[src/rtl/serial_adder_ctrl_if.sv]
// rtl/serial_adder_ctrl_if.sv - request/result bundle for the bit-serial adder controller
interface serial_adder_ctrl_if #(
    parameter int WIDTH = 8
);
    logic             start;
    logic [WIDTH-1:0] a;
    logic [WIDTH-1:0] b;
    logic             cin;
    logic             busy;
    logic             done;
    logic [WIDTH-1:0] sum;
    logic             cout;

    modport master (
        output start, a, b, cin,
        input  busy, done, sum, cout
    );

    modport slave (
        input  start, a, b, cin,
        output busy, done, sum, cout
    );
endinterface

[src/rtl/serial_adder_ctrl.sv]
// rtl/serial_adder_ctrl.sv - bit-serial adder sharing one full_adder cell across all bit positions
module full_adder (
    input  logic a,
    input  logic b,
    input  logic Cin,
    output logic y,
    output logic Cout
);
    assign y    = a ^ b ^ Cin;
    assign Cout = (a & b) | (Cin & (a ^ b));
endmodule

module serial_adder_ctrl #(
    parameter int WIDTH = 8
) (
    input  logic               clk,
    input  logic               rst_n,
    serial_adder_ctrl_if.slave bus
);
    localparam int            CW   = $clog2(WIDTH + 1);
    localparam logic [CW-1:0] LAST = CW'(WIDTH - 1);

    typedef enum logic [1:0] {
        S_IDLE = 2'd0,
        S_RUN  = 2'd1,
        S_DONE = 2'd2
    } state_t;

    state_t           r_state;
    state_t           w_next;
    logic [WIDTH-1:0] r_sa;
    logic [WIDTH-1:0] r_sb;
    logic [WIDTH-1:0] r_acc;
    logic             r_c;
    logic [CW-1:0]    r_cnt;
    logic [WIDTH-1:0] r_sum;
    logic             r_cout;

    logic             w_y;
    logic             w_cout;
    logic [WIDTH-1:0] w_acc_next;
    logic             w_load;
    logic             w_step;
    logic             w_finish;
    logic             w_busy;
    logic             w_done;

    full_adder u_fa (
        .a    (r_sa[0]),
        .b    (r_sb[0]),
        .Cin  (r_c),
        .y    (w_y),
        .Cout (w_cout)
    );

    // The new sum bit enters at the MSB; after WIDTH steps bit 0 has reached the LSB.
    generate
        if (WIDTH == 1) begin : g_w1
            assign w_acc_next = w_y;
        end else begin : g_wn
            assign w_acc_next = {w_y, r_acc[WIDTH-1:1]};
        end
    endgenerate

    always_ff @(posedge clk or negedge rst_n) begin
        if (!rst_n) begin
            r_state <= S_IDLE;
        end else begin
            r_state <= w_next;
        end
    end

    always_comb begin
        w_next   = r_state;
        w_load   = 1'b0;
        w_step   = 1'b0;
        w_finish = 1'b0;
        w_busy   = 1'b0;
        w_done   = 1'b0;
        case (r_state)
            S_IDLE: begin
                if (bus.start) begin
                    w_load = 1'b1;
                    w_next = S_RUN;
                end
            end
            S_RUN: begin
                w_busy = 1'b1;
                w_step = 1'b1;
                if (r_cnt == LAST) begin
                    w_finish = 1'b1;
                    w_next   = S_DONE;
                end
            end
            S_DONE: begin
                w_busy = 1'b1;
                w_done = 1'b1;
                w_next = S_IDLE;
            end
            default: begin
                w_next = S_IDLE;
            end
        endcase
    end

    always_ff @(posedge clk or negedge rst_n) begin
        if (!rst_n) begin
            r_sa   <= '0;
            r_sb   <= '0;
            r_acc  <= '0;
            r_c    <= 1'b0;
            r_cnt  <= '0;
            r_sum  <= '0;
            r_cout <= 1'b0;
        end else if (w_load) begin
            r_sa  <= bus.a;
            r_sb  <= bus.b;
            r_c   <= bus.cin;
            r_cnt <= '0;
            r_acc <= '0;
        end else if (w_step) begin
            r_acc <= w_acc_next;
            r_c   <= w_cout;
            r_sa  <= r_sa >> 1;
            r_sb  <= r_sb >> 1;
            r_cnt <= r_cnt + CW'(1);
            // Result registers move only here, so they hold through later additions.
            if (w_finish) begin
                r_sum  <= w_acc_next;
                r_cout <= w_cout;
            end
        end
    end

    assign bus.busy = w_busy;
    assign bus.done = w_done;
    assign bus.sum  = r_sum;
    assign bus.cout = r_cout;
endmodule

[src/flat_wrapper.sv]
// flat-port wrapper written by rule: the top's interface ports become plain ports
module serial_adder_ctrl_flat 
#(
    parameter int WIDTH = 8
)
  (clk, rst_n, bus_start, bus_a, bus_b, bus_cin, bus_busy, bus_done, bus_sum, bus_cout);
  serial_adder_ctrl_if #(.WIDTH(WIDTH)) bus_i ();
  input  logic clk;
  input  logic rst_n;
  input wire logic [$bits(bus_i.start)-1:0] bus_start;
  input wire logic [$bits(bus_i.a)-1:0] bus_a;
  input wire logic [$bits(bus_i.b)-1:0] bus_b;
  input wire logic [$bits(bus_i.cin)-1:0] bus_cin;
  output wire logic [$bits(bus_i.busy)-1:0] bus_busy;
  output wire logic [$bits(bus_i.done)-1:0] bus_done;
  output wire logic [$bits(bus_i.sum)-1:0] bus_sum;
  output wire logic [$bits(bus_i.cout)-1:0] bus_cout;
  assign bus_i.start = bus_start;
  assign bus_i.a = bus_a;
  assign bus_i.b = bus_b;
  assign bus_i.cin = bus_cin;
  assign bus_busy = bus_i.busy;
  assign bus_done = bus_i.done;
  assign bus_sum = bus_i.sum;
  assign bus_cout = bus_i.cout;
  serial_adder_ctrl #(.WIDTH(WIDTH)) u_core (.clk(clk), .rst_n(rst_n), .bus(bus_i));
endmodule
[config.mk]
export PLATFORM = sky130hd
export DESIGN_NAME = serial_adder_ctrl_flat
export DESIGN_NICKNAME = d
export VERILOG_FILES = /design/src/rtl/serial_adder_ctrl_if.sv /design/src/rtl/serial_adder_ctrl.sv /design/src/flat_wrapper.sv
export SDC_FILE = /design/constraint.sdc
export NUM_CORES = 1
export LEC_CHECK = 0
export CAP_MARGIN = 10
export CORE_ASPECT_RATIO = 0.8
export CORE_UTILIZATION = 56
export DETAILED_ROUTE_END_ITERATION = 8
export GPL_TIMING_DRIVEN = 0
export PLACE_DENSITY = 0.9
export SYNTH_ARGS = -nofsm -noshare
export SYNTH_HDL_FRONTEND = slang
export SYNTH_HIERARCHICAL = 1
export SYNTH_SLANG_ARGS = --single-unit
[constraint.sdc]
create_clock -name clk -period 2.2 [get_ports clk]
set_input_delay 0.33 -clock clk [delete_from_list [all_inputs] [get_ports clk]]
set_output_delay 0.33 -clock clk [all_outputs]
set_load 0.02 [all_outputs]
==> run metrics, run 1 <==
first-pass GRT wire length=5460 um; fraction of registers with async set or reset after synthesis=1.00; status=finished, final reports clean; clock sink total=39; initial core utilization=0.614; power density of the placed cells=1230 nW/um2; Post-DP Area=2120 um2; DR vias=1,187; setup bufs post-CTS=0; Arr. time, crit path=1670 ps; Worst Path Required=1870 ps; DIE HEIGHT=52.4 um; hold crit path type=in2async; CTS clk-pin slew, worst paths=80 ps; area leader, netlist=dfrtp_1; Slew headroom=0.447; final WL=3250 um; mapped cell area=1780 um2; Die W=65.0 um; Total GRT Usage=0.225; final critical-path share of the clock period=0.910; P_sw=985 uW; post-DP HPWL=2220 um; core footprint=2890 um2; Final #Nets=212; final setup fails=0; share of cells above drive strength 1=0.145; fin crit period=2000 ps; vias in the first global route=1,188; crit path kind=reg2out; CTS tree=built; io pins=31; RSZ-0062 raised after global routing=no; Routability Congestion=0.807; initial antenna violation count=0; Remaining DRCs=0; P_leak=1.02 nW; Ys Warns=6; top cell type's share of synthesized area=0.550; Startpoint Class=register; vias per cell=5.30; Worst setup EP type=primary output; largest net degree at the start of global routing=40; top-count cell post-synth=dfrtp_1; post_cts resized=0; EDFF count, synth=0; maxcap violations=0; IO Port Bufs=30; CP max stage delay=590 ps; DR pass1 iterations=4; Comb pwr share=0.404; Post-synth top cells=dfrtp_1 (39), mux2i_1 (23), nand2_1 (18), o21ai_0 (16); detailed router's first-iteration violation count=66; drt wl/cell=14.5 um; critical path's slowest cell=clkdlybuf4s50_1; cts bufs inserted=5; Most used DFF post-synth=dfrtp_1; Sw Share=0.364; Crit Path Max Fanout=4; Final Slew Violations=0; slew at the pin closest to its max-slew limit=830 ps; Rows=17; delay-heaviest family, CP=buffers and inverters; die area=3400 um2; H-tree lvl count=2; Flop pwr share=0.422; Overall Power=2.70 mW; maximum clock rate=500 MHz; Synth Net Count=175; final worst clock skew=6.96 ps; share of the yosys chip area belonging to registers=0.550; ordered list of cells on the worst path=inv_1 -> ha_1 -> clkdlybuf4s50_1; Max Buffers Root-to-Sink=2; Mapped Cells=148; Clock power frac=0.174; Syn Area/Cell=12.0 um2; post-route ant nets=0; Post-CTS Hold Buffers=0; peak supply drop=990 uV; grt total ovfl=0; synth-to-layout area growth=24.1%; synth unique cells=24; clk root buf=clkbuf_8; fin area=2200 um2; ANT cells=0; synth top area cells=dfrtp_1 (55%), mux2i_1 (13%), mux2_2 (7.0%); count of state elements after synthesis=39; Final Hold Violating Endpoints=0; Worst-Skew Late Latency=300 ps; Int Pwr=1.72 mW; worst path bufs/invs=2
layer usage:
metal	routed length (um)	global-route usage
met2	1540	0.358
met5	0	0
met4	49	0.100
met3	156	0.0674
met1	1500	0.286
power groups by stage:
stage / clock, mW / combinational (mW) / sequential, mW
after global routing: 0.514 / 1.23 / 1.17
after CTS: 0.482 / 1.10 / 1.14
after detailed placement: 0 / 1.09 / 1.15
after global placement: 0 / 1.04 / 1.13
after floorplan: 0 / 0.815 / 1.12
final: 0.471 / 1.09 / 1.14
stage by stage:
stage	setup WS [ps]	hold WS, ps	std cells	utilization	TNS [ps]
CTS	178	158	224	0.762	0
detailed placement	438	482	216	0.732	0
finish	199	133	224	0.762	0
global placement	-22.4	487	216	0.734	-825
global route	145	187	224	0.762	0
floorplan	729	34.4	148	-	0
flip-flops by register name, summed over array words and instances (netlist names):
signal	flops
u_core/bus.sum	8
u_core/r_sb	8
u_core/r_sa	8
u_core/r_state	2
u_core/r_cnt	4
u_core/r_c	1
u_core/bus.cout	1
u_core/r_acc	7
placed cells by master, fill, tap and decap left out, drive strengths merged, types with 2 or more instances in the layout:
cell / instances
dfrtp: 39
clkbuf: 8
inv: 2
o21ai: 17
nand4: 2
ha: 6
xor2: 2
clkdlybuf4s50: 29
nand2: 18
mux2i: 23
buf: 7
nand2b: 2
nor2: 11
mux2: 11
kinds of logic (layout without fill, tap and decap cells):
kind of cell | after synthesis | after routing | synth area share
AO/OA/AOI/OAI | 18 | 18 | 0.0507
XOR/XNOR | 3 | 3 | 0.0148
adder cells (fa/ha/maj) | 7 | 7 | 0.0536
buffers and inverters | 10 | 48 | 0.0317
flip-flops | 39 | 39 | 0.550
multiplexers | 34 | 34 | 0.199
AND/OR/NAND/NOR | 37 | 37 | 0.100
cell type report:
cell class                      instances  area [um2]
Buffer                                  8        48.8
Clock inverter                          2        12.5
Tap cell                               38        47.5
Clock buffer                            6        72.6
Sequential cell                        39         976
Fill cell                             197         689
Multi-Input combinational cell         99         743
Inverter                                2        7.51
Timing Repair Buffer                   30         295
path summary, 6_finish.rpt:
check	from	endpoint	slack, ps	depth (start not counted)
max	u_core/r_state[0]	bus_busy	200	3
min	rst_n	u_core/r_sb[0]	130	1
max reg2reg	u_core/r_state[0]	u_core/r_sb[5]	540	6
min reg2reg	u_core/bus.sum[5]	u_core/bus.sum[5]	510	1
max in group asynchronous	rst_n	u_core/bus.sum[2]	1550	1
min in group clk	u_core/bus.sum[5]	u_core/bus.sum[5]	510	1
(Power assumes the default switching activity.)
==> run 2, diff against run 1 <==
--- a/config.mk
+++ b/config.mk
@@ -11,6 +11,7 @@
 export DETAILED_ROUTE_END_ITERATION = 8
 export GPL_TIMING_DRIVEN = 0
 export PLACE_DENSITY = 0.9
+export SKIP_CTS_REPAIR_TIMING = 1
 export SYNTH_ARGS = -nofsm -noshare
 export SYNTH_HDL_FRONTEND = slang
 export SYNTH_HIERARCHICAL = 1
==> results of run 2 <==
No change in the layout: final DEF, timing and power equal those of run 1.
